===== src/rtl/lapido_pkg.sv =====
// Lapido instruction-format definitions shared by the encoder and the control decoder:
// class codes, request types, opcode constants, legality check and field packing.
package lapido_pkg;

  typedef enum logic [2:0] {
    CLS_NOP   = 3'b000,
    CLS_ALU   = 3'b001,
    CLS_CONST = 3'b010,
    CLS_MEM   = 3'b100
  } instrClass_e;

  typedef enum logic [1:0] {
    REQ_NOP   = 2'd0,
    REQ_ALU   = 2'd1,
    REQ_MEM   = 2'd2,
    REQ_CONST = 2'd3
  } reqType_e;

  localparam logic [4:0] ALU_ADD      = 5'b00000;
  localparam logic [4:0] ALU_SUB      = 5'b00001;
  localparam logic [4:0] ALU_AND      = 5'b00011;
  localparam logic [4:0] ALU_OR       = 5'b00100;
  localparam logic [4:0] ALU_XOR      = 5'b00101;
  localparam logic [4:0] ALU_NOT      = 5'b00110;
  localparam logic [4:0] ALU_SHL      = 5'b01000;
  localparam logic [4:0] ALU_SHR      = 5'b01001;
  localparam logic [4:0] ALU_EXT_BASE = 5'b10000;

  localparam logic [4:0] MEM_LOAD      = 5'b00000;
  localparam logic [4:0] MEM_STORE     = 5'b00001;
  localparam logic [4:0] CONST_LOADLIT = 5'b00010;

  function automatic logic isLegal(reqType_e t, logic [4:0] op);
    logic ok;
    ok = 1'b0;
    case (t)
      REQ_NOP:   ok = 1'b1;
      REQ_ALU:   ok = op[4] || (op inside {ALU_ADD, ALU_SUB, ALU_AND, ALU_OR,
                                           ALU_XOR, ALU_NOT, ALU_SHL, ALU_SHR});
      REQ_MEM:   ok = (op == MEM_LOAD) || (op == MEM_STORE);
      REQ_CONST: ok = (op == CONST_LOADLIT);
      default:   ok = 1'b0;
    endcase
    return ok;
  endfunction

  function automatic logic [31:0] encode(reqType_e t, logic [4:0] op, logic [3:0] rd,
                                         logic [3:0] ra, logic [3:0] rb, logic [15:0] imm);
    logic [31:0] w;
    w = '0;
    case (t)
      REQ_ALU:   w = {CLS_ALU, op, rd, ra, rb, 12'h000};
      REQ_MEM:   w = {CLS_MEM, op, rd, ra, imm};
      REQ_CONST: w = {CLS_CONST, op, rd, ra, imm};
      default:   w = '0;
    endcase
    return w;
  endfunction

endpackage


===== src/rtl/lapido_instr_encoder_if.sv =====
// Request and instruction handshake bundle of the Lapido encoder.
interface lapido_instr_encoder_if;
  logic        req_valid;
  logic        req_ready;
  logic [1:0]  req_type;
  logic [4:0]  req_op;
  logic [3:0]  req_rd;
  logic [3:0]  req_ra;
  logic [3:0]  req_rb;
  logic [15:0] req_imm;
  logic        instr_valid;
  logic        instr_ready;
  logic [31:0] instruction;

  modport master (
    output req_valid, req_type, req_op, req_rd, req_ra, req_rb, req_imm, instr_ready,
    input  req_ready, instr_valid, instruction
  );

  modport slave (
    input  req_valid, req_type, req_op, req_rd, req_ra, req_rb, req_imm, instr_ready,
    output req_ready, instr_valid, instruction
  );
endinterface


===== src/rtl/lapido_instr_fifo.sv =====
// Synchronous DEPTH x WIDTH FIFO with occupancy count; control state clears on async reset.
module lapido_instr_fifo #(
  parameter int unsigned DEPTH = 4,
  parameter int unsigned WIDTH = 32
) (
  input  logic                     clock,
  input  logic                     reset,
  input  logic                     push,
  input  logic                     pop,
  input  logic [WIDTH-1:0]         pushData,
  output logic [WIDTH-1:0]         headData,
  output logic                     full,
  output logic                     empty,
  output logic [$clog2(DEPTH):0]   level
);
  localparam int unsigned PTR_W = $clog2(DEPTH);
  localparam logic [PTR_W:0] FULL_LEVEL = (PTR_W + 1)'(DEPTH);

  logic [WIDTH-1:0] mem [DEPTH];
  logic [PTR_W-1:0] wrPtr;
  logic [PTR_W-1:0] rdPtr;
  logic [PTR_W:0]   count;
  logic             doPush;
  logic             doPop;

  assign full     = (count == FULL_LEVEL);
  assign empty    = (count == '0);
  assign level    = count;
  assign headData = mem[rdPtr];
  assign doPush   = push & ~full;
  assign doPop    = pop & ~empty;

  always_ff @(posedge clock or posedge reset) begin
    if (reset) begin
      wrPtr <= '0;
      rdPtr <= '0;
      count <= '0;
    end else begin
      if (doPush) wrPtr <= wrPtr + 1'b1;
      if (doPop)  rdPtr <= rdPtr + 1'b1;
      case ({doPush, doPop})
        2'b10:   count <= count + 1'b1;
        2'b01:   count <= count - 1'b1;
        default: count <= count;
      endcase
    end
  end

  always_ff @(posedge clock) begin
    if (doPush) mem[wrPtr] <= pushData;
  end
endmodule


===== src/rtl/lapido_instr_encoder.sv =====
// Lapido instruction encoder: packs field requests into words, buffers them, drops illegal ops.
// Optional LAPIDO_ENC_NOP_FILL_EN: present a NOP whenever the buffer is empty.
module lapido_instr_encoder
  import lapido_pkg::*;
#(
  parameter int unsigned DEPTH = 4,
  parameter int unsigned CNT_W = 16
) (
  input  logic                   clock,
  input  logic                   reset,
  lapido_instr_encoder_if.slave  bus,
  output logic                   illegal,
  output logic [$clog2(DEPTH):0] level,
  output logic [CNT_W-1:0]       issued_count
);
  logic        reqLegal;
  logic        accept;
  logic        push;
  logic        pop;
  logic        full;
  logic        empty;
  logic [31:0] word;
  logic [31:0] headData;

  assign reqLegal      = isLegal(reqType_e'(bus.req_type), bus.req_op);
  assign word          = encode(reqType_e'(bus.req_type), bus.req_op, bus.req_rd,
                                bus.req_ra, bus.req_rb, bus.req_imm);
  assign bus.req_ready = ~full;
  assign accept        = bus.req_valid & bus.req_ready;
  assign push          = accept & reqLegal;
  // A fill NOP is never a real pop, so empty gates the pop here.
  assign pop           = bus.instr_ready & ~empty;

  lapido_instr_fifo #(
    .DEPTH (DEPTH),
    .WIDTH (32)
  ) u_fifo (
    .clock    (clock),
    .reset    (reset),
    .push     (push),
    .pop      (pop),
    .pushData (word),
    .headData (headData),
    .full     (full),
    .empty    (empty),
    .level    (level)
  );

  assign bus.instruction = empty ? '0 : headData;
`ifdef LAPIDO_ENC_NOP_FILL_EN
  assign bus.instr_valid = ~empty | ~reset;
`else
  assign bus.instr_valid = ~empty;
`endif

  always_ff @(posedge clock or posedge reset) begin
    if (reset) begin
      illegal      <= 1'b0;
      issued_count <= '0;
    end else begin
      illegal <= accept & ~reqLegal;
      if (pop) issued_count <= issued_count + 1'b1;
    end
  end
endmodule


===== src/flat_wrapper.sv =====
// flat-port wrapper written by rule: the top's interface ports become plain ports
module lapido_instr_encoder_flat import lapido_pkg::*;
#(
  parameter int unsigned DEPTH = 4,
  parameter int unsigned CNT_W = 16
)
  (clock, reset, illegal, level, issued_count, bus_req_valid, bus_req_type, bus_req_op, bus_req_rd, bus_req_ra, bus_req_rb, bus_req_imm, bus_instr_ready, bus_req_ready, bus_instr_valid, bus_instruction);
  lapido_instr_encoder_if bus_i ();
  input  logic clock;
  input  logic reset;
  output logic illegal;
  output logic [$clog2(DEPTH):0] level;
  output logic [CNT_W-1:0] issued_count;
  input wire logic [$bits(bus_i.req_valid)-1:0] bus_req_valid;
  input wire logic [$bits(bus_i.req_type)-1:0] bus_req_type;
  input wire logic [$bits(bus_i.req_op)-1:0] bus_req_op;
  input wire logic [$bits(bus_i.req_rd)-1:0] bus_req_rd;
  input wire logic [$bits(bus_i.req_ra)-1:0] bus_req_ra;
  input wire logic [$bits(bus_i.req_rb)-1:0] bus_req_rb;
  input wire logic [$bits(bus_i.req_imm)-1:0] bus_req_imm;
  input wire logic [$bits(bus_i.instr_ready)-1:0] bus_instr_ready;
  output wire logic [$bits(bus_i.req_ready)-1:0] bus_req_ready;
  output wire logic [$bits(bus_i.instr_valid)-1:0] bus_instr_valid;
  output wire logic [$bits(bus_i.instruction)-1:0] bus_instruction;
  assign bus_i.req_valid = bus_req_valid;
  assign bus_i.req_type = bus_req_type;
  assign bus_i.req_op = bus_req_op;
  assign bus_i.req_rd = bus_req_rd;
  assign bus_i.req_ra = bus_req_ra;
  assign bus_i.req_rb = bus_req_rb;
  assign bus_i.req_imm = bus_req_imm;
  assign bus_i.instr_ready = bus_instr_ready;
  assign bus_req_ready = bus_i.req_ready;
  assign bus_instr_valid = bus_i.instr_valid;
  assign bus_instruction = bus_i.instruction;
  lapido_instr_encoder #(.DEPTH(DEPTH), .CNT_W(CNT_W)) u_core (.clock(clock), .reset(reset), .bus(bus_i), .illegal(illegal), .level(level), .issued_count(issued_count));
endmodule

===== config.mk =====
export PLATFORM = sky130hd
export DESIGN_NAME = lapido_instr_encoder_flat
export DESIGN_NICKNAME = d
export VERILOG_FILES = /design/src/rtl/lapido_pkg.sv /design/src/rtl/lapido_instr_encoder_if.sv /design/src/rtl/lapido_instr_fifo.sv /design/src/rtl/lapido_instr_encoder.sv /design/src/flat_wrapper.sv
export SDC_FILE = /design/constraint.sdc
export NUM_CORES = 1
export LEC_CHECK = 0
export CAP_MARGIN = 10
export CORE_MARGIN = 5
export CORE_UTILIZATION = 30
export DETAILED_ROUTE_END_ITERATION = 7
export GPL_ROUTABILITY_DRIVEN = 0
export SLEW_MARGIN = 0
export SYNTH_ARGS = -nofsm -noshare
export SYNTH_HDL_FRONTEND = slang
export SYNTH_HIERARCHICAL = 1
export SYNTH_SLANG_ARGS = --single-unit

===== constraint.sdc =====
create_clock -name clock -period 2.8 [get_ports clock]
set_input_delay 0.42 -clock clock [delete_from_list [all_inputs] [get_ports clock]]
set_output_delay 0.42 -clock clock [all_outputs]
set_load 0.02 [all_outputs]

==> qor.tcl, run 1 <==
set qor(outcome) {complete, no violations}
set qor(worst_setup_ep_type) {primary output}
set qor(p_leak_nw) 3.11
set qor(synth_fp_nets) 399
set qor(fin_worst_hold_slack_ps) 298
set qor(final_period_minus_worst_setup_slack_ps) 2720
set qor(synth_sequential_area_ratio_pct) 69.1
set qor(synthFlopType) {sky130_fd_sc_hd__edfxtp_1}
set qor(combPwrFrac_pct) 38.5
set qor(dr.first_iter.drc_count) 121
set qor(worstSetupStartpoint) {u_core/u_fifo/rdPtr[0]}
set qor(wire_per_inst_um) 18.1
set qor(routed_wl_mm) 14.0
set qor(fmax_mhz) 368
set qor(clkSlewWorstSetupHoldPaths_ps) 60
set qor(worst_ir_drop_vdd_v) 0.000467
set qor(worstMarginPinSlew_ps) 666
set qor(worstHoldPathType) {in2async}
set qor(cp_arrival_ps) 2300
set qor(yosys.cell_types.count) 40
set qor(drive_gt1_share_pct) 23.7
set qor(cts.path.max_buffers) 2
set qor(min_period_over_period_pct) 97.0
set qor(core-area_um2) 21100
set qor(fin_tns_setup_ps) 0
set qor(internal_power_mw) 5.62
set qor(clock_power_share_pct) 25.7
set qor(postCtsHoldBufs) 0
set qor(critical_path.max_stage_delay_ps) 540
set qor(drt-vias-per-instance) 4.46
set qor(grt-ovfl-total) 0
set qor(skew_ps) 9.67
set qor(switchingPower_mw) 2.66
set qor(grt_start_max_net_pins) 26
set qor(synth.ff_latch_count) 152
set qor(finalHoldViolations) 0
set qor(number_of_clock_buffers_inserted_by_tritoncts) 17
set qor(reg2reg_launch_point) {u_core/u_fifo/level[0]}
set qor(worst_ep_required_time_ps) 2380
set qor(path_class) {reg2out}
set qor(h-tree-depth) 4
set qor(cts_num_sinks) 152
set qor(drt.antenna.violating_nets) 0
set qor(critical_path_peak_fanout) 9
set qor(portbufs) 92
set qor(grt_antenna_before_repair) 0
set qor(drcViolationCount) 0
set qor(seq_power_share_pct) 35.8
set qor(number_of_core_rows) 53
set qor(clkLatencyLatePin_ps) 420
set qor(finalSetupViolations) 0
set qor(cts-root-buf) {sky130_fd_sc_hd__clkbuf_16}
set qor(synth-async-reset-ratio_pct) 15.8
set qor(syn_avg_cell_area_um2) 18.2
set qor(worst_slew_margin_rel_pct) 55.5
set qor(layout.core_utilization_pct) 40.5
set qor(crit_path_slowest_cell) {sky130_fd_sc_hd__mux4_2}
set qor(die_width_um) 156
set qor(die_h_um) 156
set qor(tritoncts) {done}
set qor(die-area_um2) 24500
set qor(ioPinCount) 93
set qor(dp_hpwl_mm) 9.62
set qor(postSynthCellCount) 353
set qor(detail_route.first_pass.iterations) 4
set qor(starting_density_of_the_core_pct) 30.5
set qor(power.density_cell_area_nw_per_um2) 971
set qor(crit_path_cell_trace) {buf_6 -> mux4_2 -> nor2b_1 -> clkdlybuf4s50_1}
set qor(synth.cell_area_um2) 6430
set qor(startpoint_type) {register}
set qor(design.final.nets) 535
set qor(diodes) 0
set qor(vias) 3464
set qor(setup_repair_after_global_routing_missed_its_margin) {false}
set qor(swShare_pct) 32.1
set qor(yosysWarningCount) 6
set qor(grt_pass1_vias) 3845
set qor(number_of_slew_limit_violations_in_the_final_report) 0
set qor(layout.filler_cells) 1929
set qor(grt_use_total_pct) 11.9
set qor(timing.max_cap.violations) 0
set qor(grt_pass1_wl_mm) 21.9
set qor(synth_edf_count) 128
set qor(syn2layout_area_growth_pct) 32.7
[registers in the layout (all words and copies together) (netlist names)]
| register | cells |
|---|---|
| u_core/u_fifo/rdPtr | 2 |
| u_core/issued_count | 16 |
| u_core/u_fifo/level | 3 |
| u_core/u_fifo/wrPtr | 2 |
| u_core/illegal | 1 |
| u_core/u_fifo/mem | 128 |
[through the flow]
step | worst slack [ps] | power (mW) | area [um^2] | instances
after detailed placement | -166 | 6.25 | 7940 | 744
final | 84.0 | 8.28 | 8530 | 777
after CTS | 4.66 | 8.38 | 8490 | 776
after floorplan | 103 | 4.88 | 6430 | 353
after global routing | 6.06 | 8.74 | 8530 | 777
after global placement | -33.5 | 6.19 | 7940 | 744
[final timing paths]
path | cells past startpoint | to | slack [ps]
worst max-delay path | 4 | bus_instruction[31] | 80
worst min-delay path | 2 | u_core/u_fifo/level[0] | 300
worst max register to register | 11 | u_core/u_fifo/level[2] | 560
worst min register to register | 1 | u_core/issued_count[15] | 490
max in group asynchronous | 2 | u_core/issued_count[15] | 1910
min in group clock | 1 | u_core/issued_count[15] | 490
[power by group through the flow]
| stage | registers [mW] | clock network [mW] | logic [mW] |
|---|---|---|---|
| after floorplan | 3.01 | 0 | 1.87 |
| after global placement | 2.99 | 0 | 3.21 |
| after detailed placement | 3.01 | 0 | 3.24 |
| after CTS | 2.96 | 2.18 | 3.24 |
| after global routing | 3.00 | 2.28 | 3.45 |
| final | 2.96 | 2.13 | 3.19 |
[critical path, delay by kind of cell (launching register included)]
kind                   cells  cell delay (ps)
buffers and inverters      2              740
muxes                      1              540
DFF                        1              440
and+or+nand+nor            1              160
[layout make-up]
cell class / count / area, um^2 / area share, %
multi-input combinational: 173 / 1830 / 21.4
sequential: 152 / 4450 / 52.1
tap: 275 / 344 / 4.03
clock buffer: 18 / 429 / 5.03
inverter: 13 / 48.8 / 0.572
timing repair buffer: 132 / 1310 / 15.4
clock inverter: 14 / 123 / 1.44
[routing by layer]
metal	GRT usage [%]	share of wire (%)	up-vias
li1	-	-	1613
met1	15.4	44	1768
met2	19.7	51	73
met3	3.21	4.2	10
met4	3.72	1.1	0
met5	0	0	-
[timing repair]
action | 4_1_cts | 5_1_grt
gates cloned | 0 | 1
gates resized for setup | 2 | 5
setup buffers | 0 | 0
endpoints found under the setup margin | 2 | 19
[placed cells by master, fill, tap and decap left out, types with 3 or more instances in the layout]
cell type / Yosys / layout
sky130_fd_sc_hd__nor2_1: 8 / 8
sky130_fd_sc_hd__ha_1: 6 / 6
sky130_fd_sc_hd__clkinv_2: 0 / 3
sky130_fd_sc_hd__mux4_2: 28 / 28
sky130_fd_sc_hd__nand3_1: 6 / 6
sky130_fd_sc_hd__inv_6: 0 / 4
sky130_fd_sc_hd__a22o_1: 4 / 4
sky130_fd_sc_hd__clkinvlp_4: 0 / 4
sky130_fd_sc_hd__mux4_1: 4 / 4
sky130_fd_sc_hd__and2b_1: 6 / 6
sky130_fd_sc_hd__nor2b_1: 42 / 42
sky130_fd_sc_hd__and2_1: 16 / 12
sky130_fd_sc_hd__edfxtp_1: 128 / 128
sky130_fd_sc_hd__xnor2_1: 13 / 13
sky130_fd_sc_hd__xor2_1: 8 / 8
sky130_fd_sc_hd__and2_2: 0 / 4
sky130_fd_sc_hd__buf_12: 3 / 5
sky130_fd_sc_hd__buf_4: 0 / 32
sky130_fd_sc_hd__clkbuf_16: 0 / 18
sky130_fd_sc_hd__nand2_1: 5 / 5
sky130_fd_sc_hd__dlymetal6s2s_1: 0 / 3
sky130_fd_sc_hd__inv_1: 13 / 13
sky130_fd_sc_hd__o21ai_0: 3 / 3
sky130_fd_sc_hd__dfrtp_1: 24 / 22
sky130_fd_sc_hd__clkdlybuf4s50_1: 0 / 87
[kinds of logic after synthesis]
family | share of synthesized area (%)
adder cells (fa/ha/maj) | 1.48
AND/OR/NAND/NOR | 10.3
XOR/XNOR | 2.86
multiplexers | 12.0
flip-flops | 69.1
AO/OA/AOI/OAI | 1.63
buffers and inverters | 2.59
[Yosys cell counts (3+ instances only)]
library cell,number,area (um^2)
sky130_fd_sc_hd__a22o_1,4,35.0
sky130_fd_sc_hd__dfrtp_1,24,601
sky130_fd_sc_hd__buf_12,3,60.1
sky130_fd_sc_hd__xor2_1,8,70.1
sky130_fd_sc_hd__xnor2_1,13,114
sky130_fd_sc_hd__nor2_1,8,30.0
sky130_fd_sc_hd__nand3_1,6,30.0
sky130_fd_sc_hd__mux4_1,4,105
sky130_fd_sc_hd__edfxtp_1,128,3840
sky130_fd_sc_hd__and2_1,16,100
sky130_fd_sc_hd__buf_2,4,20.0
sky130_fd_sc_hd__mux4_2,28,631
sky130_fd_sc_hd__nor2b_1,42,263
sky130_fd_sc_hd__and2b_1,6,45.0
sky130_fd_sc_hd__clkbuf_1,7,26.3
sky130_fd_sc_hd__nand2_1,5,18.8
sky130_fd_sc_hd__inv_1,13,48.8
sky130_fd_sc_hd__ha_1,6,75.1
sky130_fd_sc_hd__o21ai_0,3,15.0
Note: power is estimated with default switching activity, not from simulation.
==> inputs of run 2 (changes only) <==
--- a/config.mk
+++ b/config.mk
@@ -7,9 +7,10 @@
 export LEC_CHECK = 0
 export CAP_MARGIN = 10
 export CORE_MARGIN = 5
-export CORE_UTILIZATION = 30
+export CORE_UTILIZATION = 34
 export DETAILED_ROUTE_END_ITERATION = 7
 export GPL_ROUTABILITY_DRIVEN = 0
+export RECOVER_POWER = 50
 export SLEW_MARGIN = 0
 export SYNTH_ARGS = -nofsm -noshare
 export SYNTH_HDL_FRONTEND = slang
==> qor.tcl, run 2 (synthesized netlist as in run 1, its figures left out) <==
set qor(fin_worst_hold_slack_ps) 412 ;# +114 ps
set qor(tritoncts) {done}
set qor(routed_wl_mm) 13.4 ;# -4.4%
set qor(timing.max_cap.violations) 0 ;# unchanged
set qor(skew_ps) 5.97 ;# -3.70 ps
set qor(detail_route.first_pass.iterations) 4 ;# unchanged
set qor(largest_register) {u_core/u_fifo/mem}
set qor(detailed_place.area_um2) 7910 ;# -0.36%
set qor(p_total_mw) 8.45 ;# +2.0%
set qor(min_period_over_period_pct) 96.0 ;# -0.97 points
set qor(largest_register_ff_count) 128 ;# unchanged
set qor(fin_tns_setup_ps) 0 ;# unchanged
set qor(h-tree-depth) 4 ;# unchanged
set qor(die_h_um) 147 ;# -5.7%
set qor(drt.antenna.violating_nets) 0 ;# unchanged
set qor(number_of_slew_limit_violations_in_the_final_report) 0 ;# unchanged
set qor(design.final.nets) 527 ;# -1.5%
set qor(core-area_um2) 18600 ;# -12%
set qor(p_leak_nw) 3.03 ;# -2.5%
set qor(dp_hpwl_mm) 9.08 ;# -5.6%
set qor(number_of_clock_buffers_inserted_by_tritoncts) 17 ;# unchanged
set qor(clkSlewWorstSetupHoldPaths_ps) 60 ;# about the same
set qor(multi_input_logic_area_um2) 1760 ;# -3.6%
set qor(cts_num_sinks) 152 ;# unchanged
set qor(power.density_cell_area_nw_per_um2) 1000 ;# +3.1%
set qor(vias) 3517 ;# +1.5%
set qor(dr.first_iter.drc_count) 165 ;# +36%
set qor(worstMarginPinSlew_ps) 805 ;# +139 ps
set qor(cts.path.max_buffers) 2 ;# unchanged
set qor(die_width_um) 147 ;# -5.7%
set qor(diodes) 0 ;# unchanged
set qor(dp_cells) 696 ;# -6.5%
set qor(grt_pass1_wl_mm) 21.5 ;# -1.7%
set qor(die-area_um2) 21800 ;# -11%
set qor(grt_antenna_before_repair) 0 ;# unchanged
set qor(portbufs) 92 ;# unchanged
set qor(ioPinCount) 93 ;# unchanged
set qor(worstHoldPathType) {in2async}
set qor(drt-vias-per-instance) 4.83 ;# +8.4%
set qor(finalSetupViolations) 0 ;# unchanged
set qor(worst_ir_drop_vdd_v) 0.000514 ;# +10%
set qor(final_cell_count_no_fill) 728 ;# -6.3%
set qor(clkLatencyLatePin_ps) 420 ;# about the same
set qor(cts_setup_buffers) 0 ;# unchanged
set qor(path_class) {reg2out}
set qor(final_period_minus_worst_setup_slack_ps) 2690 ;# -27.1 ps
set qor(final_critical_path_setup_slack_ps) 111 ;# +27.1 ps
set qor(worst_setup_ep_type) {primary output}
set qor(layout.filler_cells) 1606 ;# -17%
set qor(grt_start_max_net_pins) 20 ;# -23%
set qor(setup_repair_after_global_routing_missed_its_margin) {false}
set qor(placement.setup.worst_slack_ps) -230 ;# -64.5 ps
set qor(seqCellArea_um2) 4450 ;# unchanged
set qor(cts-root-buf) {sky130_fd_sc_hd__clkbuf_16}
set qor(postCtsHoldBufs) 0 ;# unchanged
set qor(layout.core_utilization_pct) 45.3 ;# +4.8 points
set qor(layout.cells.most_common) {sky130_fd_sc_hd__edfxtp_1}
set qor(number_of_core_rows) 50 ;# -5.7%
set qor(r2r_setup_slack_ps) 540 ;# -20 ps
set qor(finalHoldViolations) 0 ;# unchanged
set qor(outcome) {complete, no violations}
set qor(wire_per_inst_um) 18.4 ;# +2.0%
set qor(drive_gt1_share_pct) 20.2 ;# -3.5 points
set qor(grt_pass1_vias) 3893 ;# +1.2%
set qor(grt-ovfl-total) 0 ;# unchanged
set qor(worst_ep_required_time_ps) 2380 ;# about the same
set qor(syn2layout_area_growth_pct) 31.4
set qor(cp_arrival_ps) 2270 ;# -30 ps
set qor(layout.cells.most_common_list) {sky130_fd_sc_hd__edfxtp_1 (128), sky130_fd_sc_hd__clkdlybuf4s50_1 (79), sky130_fd_sc_hd__nor2b_1 (42), sky130_fd_sc_hd__mux4_2 (28), sky130_fd_sc_hd__dfrtp_1 (22)}
set qor(drcViolationCount) 0 ;# unchanged
set qor(critical_path_peak_fanout) 16 ;# +7
set qor(startpoint_type) {register}
set qor(fmax_mhz) 372 ;# +1.0%
set qor(final_area_um2) 8440 ;# -1.0%
set qor(grt_use_total_pct) 13.0 ;# +1.1 points
set qor(worst_slew_margin_rel_pct) 44.9 ;# -11 points
set qor(starting_density_of_the_core_pct) 34.5 ;# +4.0 points
run 2: timing repair:
| item | CTS | global route |
|---|---|---|
| hold endpoints to repair | 0 | 0 |
| setup endpoints to repair | 1 | 2 |
| pin swaps | 0 | 0 |
| gates resized for setup | 1 | 2 |
run 2: cell type report:
type,instances,share of cell area (%)
inverter,13,0.578
tap,234,3.47
sequential,152,52.7
multi-input combinational,173,20.9
clock inverter,15,2.24
clock buffer,17,5.04
timing repair buffer,124,15.2
run 2: report_power, final:
group          leakage, nW  total [mW]  internal (mW)  switching (mW)
Sequential            1.48        2.94           2.75           0.197
Clock                0.297        2.35           1.42           0.929
Combinational         1.26        3.15           1.62            1.53
Total                 3.03        8.45           5.79            2.66
run 2: final timing paths:
path / from / endpoint / cells after the start
worst max-delay path: u_core/u_fifo/rdPtr[0] / bus_instruction[19] / 4
max in group asynchronous: reset / u_core/issued_count[8] / 2
min in group clock: u_core/issued_count[15] / u_core/issued_count[15] / 1
worst max register to register: u_core/u_fifo/level[0] / u_core/u_fifo/level[2] / 11
worst min-delay path: reset / u_core/u_fifo/level[2] / 2
worst min register to register: u_core/issued_count[15] / u_core/issued_count[15] / 1
run 2: per-layer routing:
layer	wire (um)	track usage, %	share of wire [%]
met3	537	3.56	4.0
met4	298	5.13	2.2
met1	5770	16.1	43
met2	6820	21.8	51
met5	0	0	0
run 2: critical path, cell delays in order, from the launching register on:
cell                              delay [ps]
sky130_fd_sc_hd__dfrtp_2                 410
sky130_fd_sc_hd__buf_12                  190
sky130_fd_sc_hd__mux4_1                  540
sky130_fd_sc_hd__nor2b_1                 160
sky130_fd_sc_hd__clkdlybuf4s50_1         550
==> edit, RTL diff (settings of run 2) <==
`DEPTH` is set to 4 in 3 places; all go to 2.
--- a/src/rtl/lapido_instr_fifo.sv
+++ b/src/rtl/lapido_instr_fifo.sv
@@ -1,5 +1,5 @@
 // Synchronous DEPTH x WIDTH FIFO with occupancy count; control state clears on async reset.
 module lapido_instr_fifo #(
-  parameter int unsigned DEPTH = 4,
+  parameter int unsigned DEPTH = 2,
   parameter int unsigned WIDTH = 32
 ) (
--- a/src/rtl/lapido_instr_encoder.sv
+++ b/src/rtl/lapido_instr_encoder.sv
@@ -4,5 +4,5 @@
   import lapido_pkg::*;
 #(
-  parameter int unsigned DEPTH = 4,
+  parameter int unsigned DEPTH = 2,
   parameter int unsigned CNT_W = 16
 ) (
--- a/src/flat_wrapper.sv
+++ b/src/flat_wrapper.sv
@@ -2,5 +2,5 @@
 module lapido_instr_encoder_flat import lapido_pkg::*;
 #(
-  parameter int unsigned DEPTH = 4,
+  parameter int unsigned DEPTH = 2,
   parameter int unsigned CNT_W = 16
 )
Interface: changed (resized level); port bits go from 93 to 92. The function was not compared with the original's and may differ.
==> edit against run 2 <==
- clock power down 50%
- die area down 36%
- worst setup slack better by 61 ps
- core utilization up 1.6 points
- maximum frequency up 2.3%
- area after synthesis down 38%
- wire length down 40%
- final cell count down 29%
- cell area down 36%
- count of clock-buffer cells in the layout down 8
- sequential cell count down 67
- power down 40%
- largest cell class unchanged
- highest routed layer unchanged
==> edit: results (changes against run 2) <==
\begin{tabular}{lr}
\hline
Metric & Value \\
\hline
\multicolumn{2}{l}{\textbf{Clock network}} \\
Post\_cts resized & 0 (-1) \\
H-tree lvl count & 3 (-1) \\
Clock insertion delay at the later pin of the skew report & 330 ps (-90 ps) \\
Num CTS Buffers & 9 (-8) \\
\multicolumn{2}{l}{\textbf{Global route}} \\
Number of global-route vias before repair & 2660 (-32\%) \\
First-pass GRT wire length & 13.3 mm (-38\%) \\
Overall routing resource usage & 11.7\% (-1.3 points) \\
\multicolumn{2}{l}{\textbf{Timing}} \\
Setup skew after layout & 4.65 ps (-1.32 ps) \\
Transition time at the pin with the least slew margin & 672 ps (-133 ps) \\
\multicolumn{2}{l}{\textbf{Routing}} \\
Detailed-routed wire length on met3 & 543 um (+1.1\%) \\
Number of DRC violations after detailed-routing iteration 0 & 101 (-39\%) \\
Detailed-routing wirelength on met1 & 3.52 mm (-39\%) \\
Wirelength, routed & 8.00 mm (-40\%) \\
\multicolumn{2}{l}{\textbf{Synth}} \\
Count of flip-flops with a built-in enable after synthesis & 64 (-50\%) \\
Proportion of synthesized flip-flops having asynchronous set or reset & 24.7\% (+8.9 points) \\
Unique cell type count in the Yosys netlist & 35 (-13\%) \\
Proportion of synthesized chip area in sequential cells & 61.3\% (-7.9 points) \\
Average cell area after synthesis & 15.0 um2 (-18\%) \\
Ranking of synthesized cells by area & sky130\_fd\_sc\_hd\_\_edfxtp\_1 48\%, sky130\_fd\_sc\_hd\_\_dfrtp\_1 13\%, sky130\_fd\_sc\_hd\_\_mux2\_4 11\% \\
\multicolumn{2}{l}{\textbf{Layout}} \\
Fill cell total of the finished layout & 1047 (-35\%) \\
Flip-flop count of the largest register, all copies and words added & 64 (-50\%) \\
Fraction of layout cells with a size suffix above 1 & 18.2\% (-2.1 points) \\
\multicolumn{2}{l}{\textbf{Status}} \\
Outcome & complete, no violations \\
\multicolumn{2}{l}{\textbf{Placed design}} \\
Input/output buffers & 91 (-1.1\%) \\
Area after DPL & 5130 um2 (-35\%) \\
Half-perimeter wire length of the detailed placement result & 5.84 mm (-36\%) \\
Post-Place Setup Slack & 44.5 ps (+275 ps) \\
\multicolumn{2}{l}{\textbf{Critical path}} \\
Biggest fanout along the worst timing path & 11 (-5) \\
\multicolumn{2}{l}{\textbf{Pwr}} \\
Switching component of the power & 1.69 mW (-36\%) \\
\hline
\end{tabular}
edit: changes by cell type after synthesis, sizes merged, moves of 2 or more:
cell,run 2,this run
mux2,2,33
ha,6,2
nor2,8,10
edfxtp,128,64
mux4,32,0
inv,13,8
and2,17,13
buf,8,5
dfrtp,24,21
edit: layer usage:
| layer | track usage [%] | vias up |
|---|---|---|
| met2 | 19.4 | 67 |
| met3 | 3.68 | 8 |
| met1 | 14.4 | 1137 |
| met4 | 4.46 | 0 |
| met5 | 0 | - |
| li1 | - | 1146 |
edit: logic make-up after synthesis:
logic type | share of synthesized area [%]
xor gates and xnor gates | 4.38
DFF | 61.3
AOI/OAI and AO/OA | 2.41
buffers and inverters | 3.23
muxes | 12.0
and+or+nand+nor | 16.1
adders and majority gates | 0.626
edit: layout make-up:
type / count / area (um2) / share of cell area (%)
Inverter: 8 / 30.0 / 0.558
Clock inverter: 7 / 75.1 / 1.40
Multi-Input combinational cell: 162 / 1400 / 25.9
Tap cell: 143 / 179 / 3.32
Clock buffer: 9 / 225 / 4.19
Timing Repair Buffer: 103 / 1030 / 19.1
Sequential cell: 85 / 2450 / 45.5
edit: worst paths after layout:
check	start	to	slack [ps]	cells past startpoint
max in group asynchronous	reset	u_core/issued_count[14]	1710	2
min in group clock	u_core/issued_count[15]	u_core/issued_count[15]	470	1
setup reg to reg	u_core/u_fifo/level[0]	u_core/u_fifo/level[1]	600	7
hold reg to reg	u_core/issued_count[15]	u_core/issued_count[15]	470	1
setup / recovery	u_core/u_fifo/rdPtr	bus_instruction[31]	170	4
hold / removal	reset	u_core/u_fifo/level[1]	470	2
edit: power groups by stage:
stage / Sequential [mW] / Combinational, mW / Clock (mW)
6_report: 1.73 / 2.17 / 1.17
5_1_grt: 1.76 / 2.33 / 1.26
4_1_cts: 1.74 / 2.27 / 1.21
3_5_place_dp: 1.77 / 2.27 / 0
3_3_place_gp: 1.76 / 2.25 / 0
2_1_floorplan: 1.77 / 1.35 / 0
edit: critical path, cell delays in order (launching register included):
cell	delay, ps
sky130_fd_sc_hd__dfrtp_2	540
sky130_fd_sc_hd__buf_4	310
sky130_fd_sc_hd__mux2_4	330
sky130_fd_sc_hd__nor2b_1	140
sky130_fd_sc_hd__clkdlybuf4s50_1	570
